==> config.mk <==
export PLATFORM = sky130hd
export DESIGN_NAME = game_score_ctrl
export DESIGN_NICKNAME = d
export VERILOG_FILES = /design/src/rtl/game_score_ctrl.sv
export SDC_FILE = /design/constraint.sdc
export NUM_CORES = 1
export LEC_CHECK = 0
export ABC_CLOCK_PERIOD_IN_PS = 2900
export CAP_MARGIN = 5
export CORE_MARGIN = 2
export CORE_UTILIZATION = 50
export CTS_CLUSTER_SIZE = 10
export DETAILED_ROUTE_END_ITERATION = 12
export PLACE_DENSITY_LB_ADDON = 0.08
export SYNTH_ARGS = -nofsm -noshare
export SYNTH_HDL_FRONTEND = slang
export SYNTH_SLANG_ARGS = --single-unit
==> constraint.sdc <==
create_clock -name clk -period 2.9 [get_ports clk]
set_input_delay 0.58 -clock clk [delete_from_list [all_inputs] [get_ports clk]]
set_output_delay 0.58 -clock clk [all_outputs]
set_load 0.005 [all_outputs]
==> src/rtl/game_score_ctrl.sv <==
// game_score_ctrl: player login tracking, two-digit BCD game score and timed
// SUBMIT / SHOW_TOP command generation for the downstream leaderboard stage.
//
// Optional feature macro: PENALTY_EN (miss decrements the score, floor 00).
//
// Ports:
//   clk, rst           clock, asynchronous active-low reset
//   login/login_id/login_guest  latch player identity
//   logout, game_start, hit, miss, game_over, show_top  one-cycle pulses
//   controlSig         000 NOP, 001 SUBMIT, 010 SHOW_TOP
//   isGuest, intIDin   registered player identity
//   scoreOnes/Tens     BCD score digits
//   game_active, busy  status flags
module game_score_ctrl #(
  parameter int unsigned HOLD_CYCLES = 4,
  parameter int unsigned MAX_SCORE   = 99
) (
  input  logic       clk,
  input  logic       rst,
  input  logic       login,
  input  logic [2:0] login_id,
  input  logic       login_guest,
  input  logic       logout,
  input  logic       game_start,
  input  logic       hit,
  input  logic       miss,
  input  logic       game_over,
  input  logic       show_top,
  output logic [2:0] controlSig,
  output logic       isGuest,
  output logic [2:0] intIDin,
  output logic [3:0] scoreOnes,
  output logic [3:0] scoreTens,
  output logic       game_active,
  output logic       busy
);

  localparam int unsigned CntW  = 4;
  localparam logic [CntW-1:0] HoldLoad = CntW'(HOLD_CYCLES);
  localparam logic [3:0] MaxTens = 4'(MAX_SCORE / 10);
  localparam logic [3:0] MaxOnes = 4'(MAX_SCORE % 10);

  localparam logic [2:0] CmdNop     = 3'b000;
  localparam logic [2:0] CmdSubmit  = 3'b001;
  localparam logic [2:0] CmdShowTop = 3'b010;

  typedef enum logic [2:0] {
    S_IDLE, S_READY, S_PLAY, S_SUBMIT, S_SHOWTOP
  } state_e;

  state_e          state_q, state_d;
  logic [CntW-1:0] cnt_q, cnt_d;
  logic [2:0]      id_q, id_d;
  logic            guest_q, guest_d;
  logic [3:0]      ones_q, ones_d, tens_q, tens_d;
  logic            ret_ready_q, ret_ready_d;
  logic [2:0]      ctrl_q, ctrl_d;
  logic            active_q, active_d;
  logic            busy_q, busy_d;

  logic [3:0] inc_ones, inc_tens;
  logic       at_max;

  // Saturating BCD increment
  always_comb begin
    at_max   = (tens_q > MaxTens) || ((tens_q == MaxTens) && (ones_q >= MaxOnes));
    inc_ones = ones_q;
    inc_tens = tens_q;
    if (!at_max) begin
      if (ones_q == 4'd9) begin
        inc_ones = 4'd0;
        inc_tens = tens_q + 4'd1;
      end else begin
        inc_ones = ones_q + 4'd1;
      end
    end
  end

`ifdef PENALTY_EN
  logic [3:0] dec_ones, dec_tens;

  // BCD decrement with floor at 00
  always_comb begin
    dec_ones = ones_q;
    dec_tens = tens_q;
    if (ones_q != 4'd0) begin
      dec_ones = ones_q - 4'd1;
    end else if (tens_q != 4'd0) begin
      dec_ones = 4'd9;
      dec_tens = tens_q - 4'd1;
    end
  end
`else
  logic unused_miss;
  assign unused_miss = miss;
`endif

  // Next-state and registered-output logic
  always_comb begin
    state_d     = state_q;
    cnt_d       = cnt_q;
    id_d        = id_q;
    guest_d     = guest_q;
    ones_d      = ones_q;
    tens_d      = tens_q;
    ret_ready_d = ret_ready_q;

    case (state_q)
      S_IDLE: begin
        if (login) begin
          id_d    = login_id;
          guest_d = login_guest;
          state_d = S_READY;
        end else if (show_top) begin
          cnt_d       = HoldLoad;
          ret_ready_d = 1'b0;
          state_d     = S_SHOWTOP;
        end
      end
      S_READY: begin
        if (game_start) begin
          ones_d  = 4'd0;
          tens_d  = 4'd0;
          state_d = S_PLAY;
        end else if (logout) begin
          id_d    = 3'd0;
          guest_d = 1'b0;
          state_d = S_IDLE;
        end else if (show_top) begin
          cnt_d       = HoldLoad;
          ret_ready_d = 1'b1;
          state_d     = S_SHOWTOP;
        end else if (login) begin
          id_d    = login_id;
          guest_d = login_guest;
        end
      end
      S_PLAY: begin
`ifdef PENALTY_EN
        if (hit && !miss) begin
          ones_d = inc_ones;
          tens_d = inc_tens;
        end else if (miss && !hit) begin
          ones_d = dec_ones;
          tens_d = dec_tens;
        end
`else
        if (hit) begin
          ones_d = inc_ones;
          tens_d = inc_tens;
        end
`endif
        // Score and state update on the same edge, so a coincident hit is committed
        if (game_over) begin
          cnt_d   = HoldLoad;
          state_d = S_SUBMIT;
        end
      end
      S_SUBMIT: begin
        if (cnt_q <= CntW'(1)) begin
          cnt_d   = '0;
          state_d = S_READY;
        end else begin
          cnt_d = cnt_q - CntW'(1);
        end
      end
      S_SHOWTOP: begin
        if (cnt_q <= CntW'(1)) begin
          cnt_d   = '0;
          state_d = ret_ready_q ? S_READY : S_IDLE;
        end else begin
          cnt_d = cnt_q - CntW'(1);
        end
      end
      default: state_d = S_IDLE;
    endcase

    // Status outputs follow the next state so they register alongside it
    ctrl_d   = CmdNop;
    busy_d   = 1'b0;
    active_d = (state_d == S_PLAY);
    if (state_d == S_SUBMIT) begin
      ctrl_d = CmdSubmit;
      busy_d = 1'b1;
    end else if (state_d == S_SHOWTOP) begin
      ctrl_d = CmdShowTop;
      busy_d = 1'b1;
    end
  end

  always_ff @(posedge clk or negedge rst) begin
    if (!rst) begin
      state_q     <= S_IDLE;
      cnt_q       <= '0;
      id_q        <= 3'd0;
      guest_q     <= 1'b0;
      ones_q      <= 4'd0;
      tens_q      <= 4'd0;
      ret_ready_q <= 1'b0;
      ctrl_q      <= CmdNop;
      active_q    <= 1'b0;
      busy_q      <= 1'b0;
    end else begin
      state_q     <= state_d;
      cnt_q       <= cnt_d;
      id_q        <= id_d;
      guest_q     <= guest_d;
      ones_q      <= ones_d;
      tens_q      <= tens_d;
      ret_ready_q <= ret_ready_d;
      ctrl_q      <= ctrl_d;
      active_q    <= active_d;
      busy_q      <= busy_d;
    end
  end

  assign controlSig  = ctrl_q;
  assign isGuest     = guest_q;
  assign intIDin     = id_q;
  assign scoreOnes   = ones_q;
  assign scoreTens   = tens_q;
  assign game_active = active_q;
  assign busy        = busy_q;

endmodule

==> reports/metrics.cfg <==
[sta]
finalMaxSlewViolations = 0
rsz0062_at_grt = false
hold_viol_final = 0
fin_crit_ns = 1.915
finalCritPeriodShare_pct = 66.02
finalSetupTns_ns = 0
fin_ws_ns = 0.9854
clock_skew_ns = 0.01547
fmax_ghz = 0.5223
finalSetupViolCount = 0

[worst_setup_path]
critPathSlowestCell = clkdlybuf4s50_1
worstPathCellList = clkdlybuf4s50_1
cp.arrival_ns = 1.33
crit_type = reg -> out
reg2regPathDepth = 6
crit_family = buffers and inverters
crit_cells = 1
worst_r2r_endpoint = scoreTens[0]
cp_slowest_stage_delay_ns = 0.54
start_kind = flop
r2r-start = scoreTens[0]
critPathBufInv = 1
rrSetupSlack_ns = 1.26
crit_path_max_fanout = 7
crit_path_end_kind = output port
critPathRequiredTime_ns = 2.32

[global_route]
grt_pass1_vias = 1088
track_usage_pct = 18.54
grt_max_degree = 25
grt_pass1_wl_um = 4698
gr-total-overflow = 0
grt_antenna_before_repair = 0

[place]
post_dp_cell_area_sq_mm = 0.001650
gp_congestion = 0.8282
dp_slack_ns = 0.7287
place_hpwl_um = 2027
port_buffers = 27

[power_and_ir_drop]
intPower_w = 0.0008616
leakage_nw = 0.7482
p_sw_share_pct = 39.42
p_comb_share_pct = 47.6
p_sw_w = 0.0005607
p_per_area_mw_per_mm2 = 850.2
power_frac_clock_pct = 10.3
irDropWorstVdd_mv = 0.5666
seq_power_share_pct = 42.1

[job]
cap_violations = 0

[synth]
seq_area_frac_synth_pct = 43.56
ys_warn_count = 0
syn_avg_cell_area_sq_um = 9.710
synth_cells = 142
async_flop_share_pct = 100.0
netlist_area_sq_mm = 0.001379
synth-seq-cells = 24
synth_edf_count = 0
ys_dominant_reg_cell = dfrtp_1
synth_cell_types = 40
synth_fp_nets = 160

[drt]
wl_um = 2714
drtIter0Drc = 34
drc = 0
wl_per_cell_um = 13.64
drtAntennaViolNets = 0
dr.pass1.iters = 4
vias = 1141
via_per_inst = 5.734

[cts]
clk_pin_slew_ns = 0.14
cts_root_buffer = clkbuf_4
cts_hold_buf = 0
post_cts_resize_count = 0
htreeDepth = 1
cts_setup_buffers = 0
cts_sinks = 24
cts_tree = yes
cts_buffers = 3
clk_latency_ns = 0.31
clock_tree.buffer_depth = 2

[finish]
mostFrequentLayoutCells = clkdlybuf4s50_1 (27), dfrtp_1 (24), nand3_1 (14)
syn2layout_area_growth_pct = 21.32
nets = 188
final_area_sq_mm = 0.001673
drive_above_1_share_pct = 7.143
final_common_cell = clkdlybuf4s50_1
diodes = 0
final_core_util_pct = 62.27

[die]
core_area_sq_mm = 0.002686
initial_core_util_pct = 51.33
die_h_um = 56.52
die_area_sq_mm = 0.003194
fp.dieW_um = 56.52
io_pins = 30
rows = 19

[min_path]
worstHoldPathCells = 2
hold_end = scoreTens[3]
hp-class = reg -> reg
hp-start = scoreTens[3]

[run_status]
run_status = completed

==> worst max-delay path by stage <==
stage,startpoint,end,slack (ns)
2_1_floorplan,game_start,game_active,1.29
3_3_place_gp,game_start,game_active,0.75
3_5_place_dp,game_start,game_active,0.73
4_1_cts,scoreTens[0],scoreTens[0],0.97
5_1_grt,scoreOnes[0],scoreOnes[0],0.94
6_report,scoreTens[0],scoreTens[0],0.99
==> cells in the mapped netlist (2+ instances only) <==
cell type | count | area (sq um)
o21ai_0 | 11 | 55.05
ha_1 | 5 | 62.56
a21oi_1 | 5 | 25.02
a21o_1 | 3 | 22.52
nand2b_1 | 2 | 12.51
buf_4 | 3 | 22.52
nand3_1 | 14 | 70.07
buf_6 | 2 | 22.52
nor3b_2 | 3 | 37.54
dfrtp_1 | 24 | 600.6
o22ai_1 | 2 | 12.51
nand2_1 | 12 | 45.04
or3_1 | 3 | 18.77
nor2b_1 | 3 | 18.77
mux2i_1 | 6 | 60.06
nor3_1 | 3 | 15.01
inv_1 | 11 | 41.29
o21a_1 | 2 | 15.01
a31oi_1 | 2 | 12.51
nor2_1 | 6 | 22.52
==> cell type report <==
class	instances	area (sq um)
clock buffer	3	22.52
timing repair buffer	28	277.8
fill	231	1013
tap	31	38.79
multi-input combinational	102	691.9
inverter	11	41.29
sequential	24	600.6
==> through the flow <==
stage / hold WS [ns] / total power, W / cells
finish: 0.5544 / 0.001422 / 199
CTS: 0.5583 / 0.001439 / 199
detailed placement: 0.5263 / 0.001289 / 196
global route: 0.5877 / 0.001541 / 199
floorplan: 0.2844 / 0.001033 / 142
global placement: 0.5203 / 0.001258 / 196
==> registers in the layout, summed over array words and instances, names as in the netlist <==
register and cells:
game_active 1, isGuest 1, controlSig 2, intIDin 3, cnt_q 4, scoreOnes 4, state_q 3, ret_ready_q 1
scoreTens 4, busy 1
==> cells by family after synthesis <==
group	synth area share (%)
and+or+nand+nor	23.05
AOI/OAI and AO/OA	17.33
DFF	43.56
buffers and inverters	6.261
muxes	4.356
adders and majority gates	4.537
other	0.2720
xor gates and xnor gates	0.6353
==> power groups by stage <==
stage	Combinational, W	Sequential (W)	Clock (W)
floorplan	0.000476	0.000557	0
global placement	0.000659	0.000599	0
detailed placement	0.000682	0.000607	0
CTS	0.000684	0.000599	0.000156
global route	0.000760	0.000624	0.000157
finish	0.000678	0.000598	0.000147
==> per-layer routing <==
metal,vias to the layer above,global-route usage [%],wire length (um)
met3,2,2.995,118
li1,562,-,-
met2,21,30.23,1382
met1,556,24.63,1196
met5,-,0,0
met4,0,7.143,17
Note: power is estimated with default switching activity, not from simulation.
